[config.mk]
export PLATFORM = sky130hd
export DESIGN_NAME = antilog_arbiter
export DESIGN_NICKNAME = d
export VERILOG_FILES = /design/src/rtl/antilog_arbiter.sv
export SDC_FILE = /design/constraint.sdc
export NUM_CORES = 1
export LEC_CHECK = 0
export CAP_MARGIN = 5
export CELL_PAD_IN_SITES_DETAIL_PLACEMENT = 1
export CELL_PAD_IN_SITES_GLOBAL_PLACEMENT = 1
export CORE_ASPECT_RATIO = 1.4
export CORE_MARGIN = 2
export CORE_UTILIZATION = 38
export CTS_CLUSTER_SIZE = 16
export DETAILED_ROUTE_END_ITERATION = 8
export PLACE_DENSITY_LB_ADDON = 0.08
export RECOVER_POWER = 50
export SYNTH_ARGS = -nofsm -noshare
export SYNTH_HDL_FRONTEND = slang
export SYNTH_SLANG_ARGS = --single-unit
export TNS_END_PERCENT = 20
[constraint.sdc]
create_clock -name clk -period 1.85 [get_ports clk]
set_clock_uncertainty 0.05 [all_clocks]
set_input_delay 0.185 -clock clk [delete_from_list [all_inputs] [get_ports clk]]
set_output_delay 0.185 -clock clk [all_outputs]
set_load 0.01 [all_outputs]
[src/rtl/antilog_arbiter.sv]
// Round-robin sharing of one antilog converter between the pitch (ch0) and volume (ch1)
// channels, with per-channel pending samples and a watchdog on the converter reply.
module antilog_arbiter #(
    parameter int IN_B    = 16,
    parameter int OUT_B   = 12,
    parameter int TIMEOUT = 16
) (
    input  logic             clk,
    input  logic             reset_n,
    input  logic [IN_B-1:0]  ch0_data,
    input  logic             ch0_valid,
    input  logic [IN_B-1:0]  ch1_data,
    input  logic             ch1_valid,
    output logic [IN_B-1:0]  conv_data,
    output logic             conv_valid,
    input  logic [OUT_B-1:0] conv_result,
    input  logic             conv_result_valid,
    output logic [OUT_B-1:0] ch0_out,
    output logic [OUT_B-1:0] ch1_out,
    output logic             ch0_out_valid,
    output logic             ch1_out_valid,
    output logic             ch0_drop,
    output logic             ch1_drop,
    output logic             timeout_err
);
    localparam int TW = $clog2(TIMEOUT);

    typedef enum logic {IDLE, WAIT} state_t;

    state_t          state, state_n;
    logic            grant, grant_n;
    logic            last_grant, last_grant_n;
    logic [TW-1:0]   timer, timer_n;
    logic            pend0, pend0_n, pend1, pend1_n;
    logic [IN_B-1:0] hold0, hold0_n, hold1, hold1_n;
    logic            issue0, issue1, sel;

    logic [IN_B-1:0]  conv_data_n;
    logic             conv_valid_n;
    logic [OUT_B-1:0] ch0_out_n, ch1_out_n;
    logic             ch0_out_valid_n, ch1_out_valid_n;
    logic             ch0_drop_n, ch1_drop_n, timeout_err_n;

    always_ff @(posedge clk or negedge reset_n) begin
        if (!reset_n) begin
            state         <= IDLE;
            grant         <= 1'b0;
            last_grant    <= 1'b1;
            timer         <= '0;
            pend0         <= 1'b0;
            pend1         <= 1'b0;
            hold0         <= '0;
            hold1         <= '0;
            conv_data     <= '0;
            conv_valid    <= 1'b0;
            ch0_out       <= '0;
            ch1_out       <= '0;
            ch0_out_valid <= 1'b0;
            ch1_out_valid <= 1'b0;
            ch0_drop      <= 1'b0;
            ch1_drop      <= 1'b0;
            timeout_err   <= 1'b0;
        end else begin
            state         <= state_n;
            grant         <= grant_n;
            last_grant    <= last_grant_n;
            timer         <= timer_n;
            pend0         <= pend0_n;
            pend1         <= pend1_n;
            hold0         <= hold0_n;
            hold1         <= hold1_n;
            conv_data     <= conv_data_n;
            conv_valid    <= conv_valid_n;
            ch0_out       <= ch0_out_n;
            ch1_out       <= ch1_out_n;
            ch0_out_valid <= ch0_out_valid_n;
            ch1_out_valid <= ch1_out_valid_n;
            ch0_drop      <= ch0_drop_n;
            ch1_drop      <= ch1_drop_n;
            timeout_err   <= timeout_err_n;
        end
    end

    always_comb begin
        state_n         = state;
        grant_n         = grant;
        last_grant_n    = last_grant;
        timer_n         = timer;
        conv_data_n     = conv_data;
        conv_valid_n    = 1'b0;
        ch0_out_n       = ch0_out;
        ch1_out_n       = ch1_out;
        ch0_out_valid_n = 1'b0;
        ch1_out_valid_n = 1'b0;
        timeout_err_n   = 1'b0;
        issue0          = 1'b0;
        issue1          = 1'b0;
        sel             = 1'b0;

        case (state)
            IDLE: begin
                if (pend0 || pend1) begin
                    // On a tie the channel that did not go last wins.
                    sel          = (pend0 && pend1) ? ~last_grant : pend1;
                    conv_data_n  = sel ? hold1 : hold0;
                    conv_valid_n = 1'b1;
                    grant_n      = sel;
                    timer_n      = '0;
                    issue0       = ~sel;
                    issue1       = sel;
                    state_n      = WAIT;
                end
            end
            WAIT: begin
                if (timer != '1) timer_n = timer + 1'b1;
                if (conv_result_valid) begin
                    if (grant) begin
                        ch1_out_n       = conv_result;
                        ch1_out_valid_n = 1'b1;
                    end else begin
                        ch0_out_n       = conv_result;
                        ch0_out_valid_n = 1'b1;
                    end
                    last_grant_n = grant;
                    state_n      = IDLE;
                end else if (timer == TW'(TIMEOUT - 1)) begin
                    timeout_err_n = 1'b1;
                    last_grant_n  = grant;
                    state_n       = IDLE;
                end
            end
            default: state_n = IDLE;
        endcase

        // A sample arriving on its channel's issue edge stays pending; the old hold is what goes out.
        pend0_n    = ch0_valid ? 1'b1 : (issue0 ? 1'b0 : pend0);
        pend1_n    = ch1_valid ? 1'b1 : (issue1 ? 1'b0 : pend1);
        hold0_n    = ch0_valid ? ch0_data : hold0;
        hold1_n    = ch1_valid ? ch1_data : hold1;
        ch0_drop_n = ch0_valid && pend0 && !issue0;
        ch1_drop_n = ch1_valid && pend1 && !issue1;
    end
endmodule

# [After elaboration in Yosys (flattened, before gate mapping)]
# Cells that the tools add are included.
[op_classes] n_addsub=1 n_eq_ne=4 mux=29 n_bitwise=4 reduce_logical=16
[ops] op="$mux W1" count=24
[ops] op="$mux W16" count=1
[ops] op="$mux W4" count=2
[ops] op="$pmux W4 S2" count=1
[ops] op="$reduce_and A2 Y1" count=3
[ops] op="$reduce_and A3 Y1" count=2
[ops] op="$reduce_bool A2 Y1" count=3
[ops] op="$logic_and A1 B1 Y1" count=5
[ops] op="$add A4 B1 Y4 const B" count=1
[ops] op="$eq A4 B4 Y1 const B" count=1
[ops] op="$ne A4 B4 Y1 const B" count=1
[ops] op="$not A1 Y1" count=4
[ops] op="$logic_not A1 Y1" count=2
[ops] op="$ne A2 B1 Y1 const B" count=1
[ops] op="$ne A2 B2 Y1 const B" count=1
[ops] op="$pmux W1 S2" count=1
[ops] op="$logic_or A1 B1 Y1" count=1
[word_totals] reg_bits=87 inputBits=49 out_inout_bits=46 elab_cells=71

# [Logic depth before layout (Yosys ltp)]
# Gate-level depths: netlist of run 1.
[depth] depth_word=7 mapped_depth=6

# [Least setup slack after synthesis of run 1]
# No wires, ideal clock.
[synth_timing] kind="reg2reg" startpoint="reg timer[0]" endpoint="reg last_grant" setup_time_ns=0.082 arrival_time_ns=1.313 t_required_ns=1.718 setup_slack_ns=0.405 stages_incl_launch_ff=5 synth_period_minus_slack_ns=1.445 cell_sequence="dfrtp_1 ha_1 and3_1 o21ai_0 mux2_2"
[synth_via] elab_chain_len=3
[synth_rtl] item="from (decl)" line="33" rtl="logic [TW-1:0] timer, timer_n;"
[synth_rtl] item="from (signal assigned)" line="67" rtl="timer <= timer_n;"
[synth_rtl] item="$eq A4 B4 Y1" line="126" rtl="end else if (timer == TW'(TIMEOUT - 1)) begin"
[synth_rtl] item="$reduce_bool A2 Y1 (no source line)"
[synth_rtl] item="$reduce_and A2 Y1 (no source line)"
[synth_rtl] item="to (signal assigned)" line="66" rtl="last_grant <= last_grant_n;"
[synth_rtl] item="to (decl)" line="32" rtl="logic last_grant, last_grant_n;"
# No other way between the ends.
# A chain may end at the register's enable or synchronous reset.

# [Final worst setup path of run 1]
# Ends and elaborated chain as after synthesis.

==> results of run 1 <==
==> per-stage QoR <==
step                      power (mW)  setup slack, ps  instances  util (%)
after CTS                       7.94              289        459      54.4
final                           7.80              295        459      54.3
after floorplan                 4.55              405        244         -
after global routing            8.30              164        459      54.3
after detailed placement        6.05              293        442      50.8
after global placement          5.95              303        442      50.8
==> power groups by stage <==
stage | Clock (mW) | Combinational, mW | Sequential [mW]
floorplan | 0 | 1.40 | 3.14
global placement | 0 | 2.94 | 3.01
detailed placement | 0 | 3.02 | 3.03
CTS | 1.90 | 3.02 | 3.02
global route | 1.98 | 3.21 | 3.11
finish | 1.85 | 2.95 | 3.00
==> state kept, by name, summed over array words and instances, names as in the netlist <==
register,count
ch0_drop,1
ch0_out,12
ch0_out_valid,1
ch1_drop,1
ch1_out,12
ch1_out_valid,1
conv_data,16
conv_valid,1
grant,1
hold0,16
hold1,16
last_grant,1
pend0,1
pend1,1
state,1
timeout_err,1
timer,4
==> worst paths after layout <==
| kind | end | slack (ps) | depth (start not counted) |
|---|---|---|---|
| hold / removal | hold0[3] | 410 | 2 |
| setup / recovery | last_grant | 290 | 4 |
| hold reg to reg | ch1_out[11] | 440 | 1 |
| max in group asynchronous | hold1[8] | 480 | 3 |
| setup reg to reg | last_grant | 290 | 4 |
| min in group asynchronous | ch0_out[6] | 430 | 2 |
==> layer usage <==
metal  up-vias  routed length [um]  track usage (%)
met2        71                4030             29.9
li1       1067                   -                -
met3        12                 414             3.89
met1      1166                3170             20.3
met4         0                 164             7.63
met5         -                   0                0
==> placed cells by master, fill, tap and decap left out, drive strengths merged, types with 3 or more instances in the layout <==
master / n
clkdlybuf4s50: 91
dfrtp: 86
mux2: 57
nand2: 20
a21oi: 17
clkbuf: 17
a2bb2oi: 16
buf: 8
inv: 5
nand3: 3
nor3: 3
dlygate4sd3: 3
o21ai: 3
==> logic make-up (layout without fill, tap and decap cells) <==
kind of cell	Yosys count	after routing	synth area share, %
multiplexers	57	57	18.7
adder cells (fa/ha/maj)	1	1	0.365
XOR/XNOR	1	1	0.255
AND/OR/NAND/NOR	35	35	4.70
AO/OA/AOI/OAI	44	44	9.33
buffers and inverters	19	127	3.17
flip-flops	87	87	63.5
==> layout make-up <==
cell class,count,area [um2],area share (%)
Sequential cell,87,2180,45.2
Multi-Input combinational cell,138,1140,23.8
Timing Repair Buffer,106,1030,21.4
Clock buffer,13,270,5.61
Tap cell,107,134,2.78
Clock inverter,3,40.0,0.831
Inverter,5,18.8,0.389
==> timing repair <==
| action | in CTS | in global routing |
|---|---|---|
| hold buffers | 1 | 0 |
| endpoints found under the hold margin | 30 | 0 |
| setup endpoints to repair | 0 | 0 |
| buffers inserted | 0 | 0 |
| resized for setup | 0 | 0 |
==> results.py, run 1 <==
metrics = {
    "outcome": {
        "outcome": "completed",
    },
    "global_route": {
        "overflow": 0,
        "grt_pass1_vias": 2584,
        "grt_max_degree": 45,
        "grtUsageTotal_pct": 17.1,
        "grt_pass1_wl_um": 12900,
        "antenna_found_initial": 0,
    },
    "clock_network": {
        "clk_latency_ps": 330,
        "cts_max_level": 3,
        "cts_root_buf": "clkbuf_16",
        "clock-sinks": 87,
        "clock_path_buffers": 2,
        "cts.reportedPaths.clkPinSlew_ps": 60,
        "cts_tree": "yes",
        "cts_buffers": 9,
    },
    "power": {
        "power_density_nw_per_um2": 1620,
        "leakage_nw": 2.08,
        "p_clk_share_pct": 23.7,
        "power.switching_mw": 2.37,
        "switching_share_pct": 30.4,
        "ir_worst_vdd_uv": 757,
        "p_int_mw": 5.44,
        "combPwrFrac_pct": 37.9,
        "p_seq_share_pct": 38.5,
    },
    "die": {
        "die_area_um2": 9820,
        "ios": 95,
        "initial_core_util_pct": 38.7,
        "die_h_um": 116,
        "fp.coreArea_um2": 8870,
        "rows": 41,
        "die_x_um": 84.3,
    },
    "sta": {
        "totalNegativeSetupSlack_ps": 0,
        "rsz0062_at_grt": "no",
        "setup_viol": 0,
        "finalCritPeriodShare_pct": 84.1,
        "maxSlewViolCount": 0,
        "hold-worst-slack_ps": 406,
        "relSlewSlack_pct": 46.1,
        "finalHoldViolations": 0,
        "max_freq_mhz": 643,
        "period_needed_ps": 1560,
        "worst_slew_pin_slew_ps": 808,
    },
    "logic_synthesis": {
        "syn_area_per_cell_um2": 14.1,
        "synthTopCellsByArea": "dfrtp_1 (63%), mux2_2 (15%), a2bb2oi_1 (4.1%), mux2_1 (3.6%), a21oi_1 (2.5%)",
        "syn_area_um2": 3430,
        "synth-edff-count": 0,
        "synth_seq_cells": 87,
        "synth_most_common_cell": "dfrtp_1",
        "ys.flop_type": "dfrtp_1",
        "async_flop_share_pct": 100,
        "ys_seq_area_share_pct": 63.5,
        "yosysWarnings": 0,
        "synth_top_cell_by_area": "dfrtp_1",
        "synthDistinctLibCells": 31,
        "yosysTopAreaCellShare_pct": 62.7,
        "netlist_instances": 244,
        "synth_common_cells": "dfrtp_1 (86), mux2_2 (46), nand2_1 (20)",
        "syn-num-nets": 294,
    },
    "worst_setup_path": {
        "cp_top_family": "flip-flops",
        "critPathCaptureType": "register",
        "cp-startpoint": "timer[0]",
        "crit_type": "reg -> reg",
        "slowest_delay_ps": 420,
        "reg2reg_from": "timer[0]",
        "cp_num_buf_inv": 0,
        "crit_path_start_kind": "register",
        "worstPathRequired_ps": 2060,
        "crit_chain": "ha_1 -> and3_1 -> o21ai_0 -> mux2_2",
        "critPathArrivalTime_ps": 1760,
        "cp_max_fo": 5,
        "cp_slowest_cell": "dfrtp_1",
    },
    "route": {
        "drtIter0Drc": 57,
        "drt_wl_total_um": 7770,
        "vias": 2316,
        "first_pass_iters": 4,
        "viasPerCell": 5.05,
        "antenna_left": 0,
        "drc": 0,
        "routedWlPerCell_um": 16.9,
    },
    "cells_and_area": {
        "design_area_um2": 4820,
        "drive_above_1_share_pct": 21.9,
        "nets": 397,
        "area_delta_synth_final_pct": 40.4,
        "fill_cells": 911,
        "num_antenna_cells": 0,
    },
    "placed_design": {
        "place_area_um2": 4510,
        "dp_hpwl_um": 5570,
        "numPortBuffers": 94,
        "gp_congestion": 0.765,
    },
    "min_path": {
        "worstHoldPathType": "in -> reg",
        "min-delay-start": "ch0_data[3]",
    },
    "job": {
        "max-cap-violations": 0,
    },
}
Power figures use the tool's default switching activity.
==> run 2, diff against run 1 <==
--- a/config.mk
+++ b/config.mk
@@ -10,7 +10,7 @@
 export CELL_PAD_IN_SITES_GLOBAL_PLACEMENT = 1
 export CORE_ASPECT_RATIO = 1.4
 export CORE_MARGIN = 2
-export CORE_UTILIZATION = 38
+export CORE_UTILIZATION = 34
 export CTS_CLUSTER_SIZE = 16
 export DETAILED_ROUTE_END_ITERATION = 8
 export PLACE_DENSITY_LB_ADDON = 0.08
==> constraint.sdc (replaced) <==
create_clock -name clk -period 1.4 [get_ports clk]
set_clock_uncertainty 0.05 [all_clocks]
set_input_delay 0.14 -clock clk [delete_from_list [all_inputs] [get_ports clk]]
set_output_delay 0.14 -clock clk [all_outputs]
set_load 0.01 [all_outputs]
==> run 2 against run 1 <==
  * Power is 29% higher
  * Via count rose by 2.8%
  * Sequential share of layout area down 0.93 points
  * Largest power group unchanged
  * Highest routed layer unchanged
==> results.py, run 2 (synthesis results as in run 1) <==
metrics = {
    "sta": {
        "totalNegativeSetupSlack_ps": 0,
        "worst_slew_pin_slew_ps": 717,
        "maxSlewViolCount": 0,
        "worst_slack_ps": 43.9,
        "max_freq_mhz": 737,
        "finalHoldViolations": 0,
        "finalCritPeriodShare_pct": 96.9,
        "rsz0062_at_grt": "yes",
        "period_needed_ps": 1360,
        "relSlewSlack_pct": 52.2,
        "setup_viol": 0,
    },
    "cells_and_area": {
        "seqCellArea_um2": 2180,
        "num_antenna_cells": 0,
        "drive_above_1_share_pct": 24.7,
        "area_delta_synth_final_pct": 43.4,
        "multi_input_area_um2": 1150,
        "final_core_util_pct": 50.0,
        "mostFrequentLayoutCells": "dfrtp_1 (86), clkdlybuf4s50_1 (47), mux2_2 (46)",
        "reg_top3": "conv_data x16, hold0 x16, hold1 x16",
        "final_common_cell": "dfrtp_1",
        "nets": 409,
        "fill_cells": 1029,
        "design_area_um2": 4920,
    },
    "power": {
        "leakage_nw": 2.24,
        "ir_worst_vdd_uv": 811,
        "power_density_nw_per_um2": 2050,
    },
    "route": {
        "drc": 0,
        "drt_wl_total_um": 7980,
        "first_pass_iters": 4,
        "antenna_left": 0,
        "drtIter0Drc": 55,
        "viasPerCell": 4.77,
        "vias": 2382,
        "routedWlPerCell_um": 16.0,
    },
    "clock_network": {
        "post-cts-setup-buffer-count": 0,
        "clock-sinks": 87,
        "cts_buffers": 9,
        "clock_path_buffers": 2,
        "cts_root_buf": "clkbuf_16",
        "cts_tree": "yes",
        "clk_latency_ps": 330,
        "cts.reportedPaths.clkPinSlew_ps": 60,
        "cts_max_level": 3,
    },
    "global_route": {
        "grt_max_degree": 35,
        "overflow": 0,
        "grtUsageTotal_pct": 16.1,
        "antenna_found_initial": 0,
        "grt_pass1_wl_um": 13100,
        "grt_pass1_vias": 2601,
    },
    "die": {
        "die_h_um": 123,
        "die_area_um2": 10900,
        "fp.coreArea_um2": 9850,
        "rows": 43,
        "initial_core_util_pct": 34.9,
        "ios": 95,
        "die_x_um": 88.9,
    },
    "outcome": {
        "outcome": "completed",
    },
    "worst_setup_path": {
        "cp_num_buf_inv": 1,
        "crit_type": "reg -> out",
        "cp_slowest_cell": "clkdlybuf4s50_1",
        "worstPathRequired_ps": 1210,
        "slowest_delay_ps": 520,
        "crit_chain": "clkdlybuf4s50_1",
        "critPathArrivalTime_ps": 1170,
        "critPathCaptureType": "primary output",
        "cp_top_family": "buffers and inverters",
        "cp_max_fo": 1,
        "crit_path_start_kind": "register",
    },
    "placed_design": {
        "dp_hpwl_um": 5830,
        "gp_congestion": 0.710,
        "place_area_um2": 4710,
        "numPortBuffers": 94,
        "place_ws_ps": -59.1,
    },
    "job": {
        "max-cap-violations": 0,
    },
    "min_path": {
        "worstHoldPathType": "in -> async",
    },
}
-- run 2: cell types whose count changed in the layout (fill, tap and decap cells not counted), sizes merged --
cell,previous run,this run
buf,8,20
bufinv,1,0
clkbuf,17,18
clkdlybuf4s50,91,47
clkinv,2,0
clkinvlp,0,2
dlygate4sd2,0,41
dlygate4sd3,3,2
dlymetal6s2s,0,4
-- run 2: per-stage QoR --
stage                     hold slack [ps]  power (mW)  instances
after detailed placement             47.4        8.36        482
after global placement               45.1        8.25        482
after global routing                  366        10.8        499
after CTS                             233        10.3        499
final                                 340        10.1        499
after floorplan                      -206        6.01        244
-- run 2: area by class of cell --
type	count	share of cell area [%]
Tap cell	135	3.43
Clock inverter	2	0.305
Inverter	5	0.381
Clock buffer	14	5.57
Timing Repair Buffer	118	22.6
Sequential cell	87	44.3
Multi-Input combinational cell	138	23.5
-- run 2: where the power goes --
part / switching [mW] / total [mW] / internal, mW
clock network: 0.936 / 2.29 / 1.35
logic: 1.76 / 3.89 / 2.13
registers: 0.510 / 3.90 / 3.39
total: 3.21 / 10.1 / 6.86
-- run 2: timing repair --
action	4_1_cts	5_1_grt
hold buffers	1	0
endpoints found under the hold margin	25	0
endpoints found under the setup margin	41	14
gates resized for setup	41	6
-- run 2: routing by layer --
| metal | vias to the layer above | global-route usage, % | wire length, um | part of all wire (%) |
|---|---|---|---|---|
| met3 | 14 | 2.96 | 362 | 4.5 |
| met5 | - | 0 | 0 | 0 |
| met4 | 0 | 7.67 | 195 | 2.4 |
| met2 | 66 | 27.8 | 4130 | 52 |
| li1 | 1099 | - | - | - |
| met1 | 1203 | 19.0 | 3290 | 41 |
-- run 2: final timing paths --
kind / from / end / slack (ps) / cells past startpoint
max reg2reg: timer[0] / timer[0] / 50 / 5
max in group asynchronous: reset_n / hold0[8] / 200 / 3
min reg2reg: ch1_out[6] / ch1_out[6] / 430 / 1
min: reset_n / ch0_out[6] / 340 / 2
min in group clk: ch1_data[0] / hold1[0] / 360 / 2
max: ch1_out_valid / ch1_out_valid / 40 / 1
==> run 3, diff against run 2 <==
--- a/config.mk
+++ b/config.mk
@@ -11,10 +11,12 @@
 export CORE_ASPECT_RATIO = 1.4
 export CORE_MARGIN = 2
 export CORE_UTILIZATION = 34
+export CTS_CLUSTER_DIAMETER = 100
 export CTS_CLUSTER_SIZE = 16
 export DETAILED_ROUTE_END_ITERATION = 8
 export PLACE_DENSITY_LB_ADDON = 0.08
 export RECOVER_POWER = 50
+export SLEW_MARGIN = 15
 export SYNTH_ARGS = -nofsm -noshare
 export SYNTH_HDL_FRONTEND = slang
 export SYNTH_SLANG_ARGS = --single-unit
==> results of run 3 <==
Final layout, timing and power as in run 2 (identical DEF).
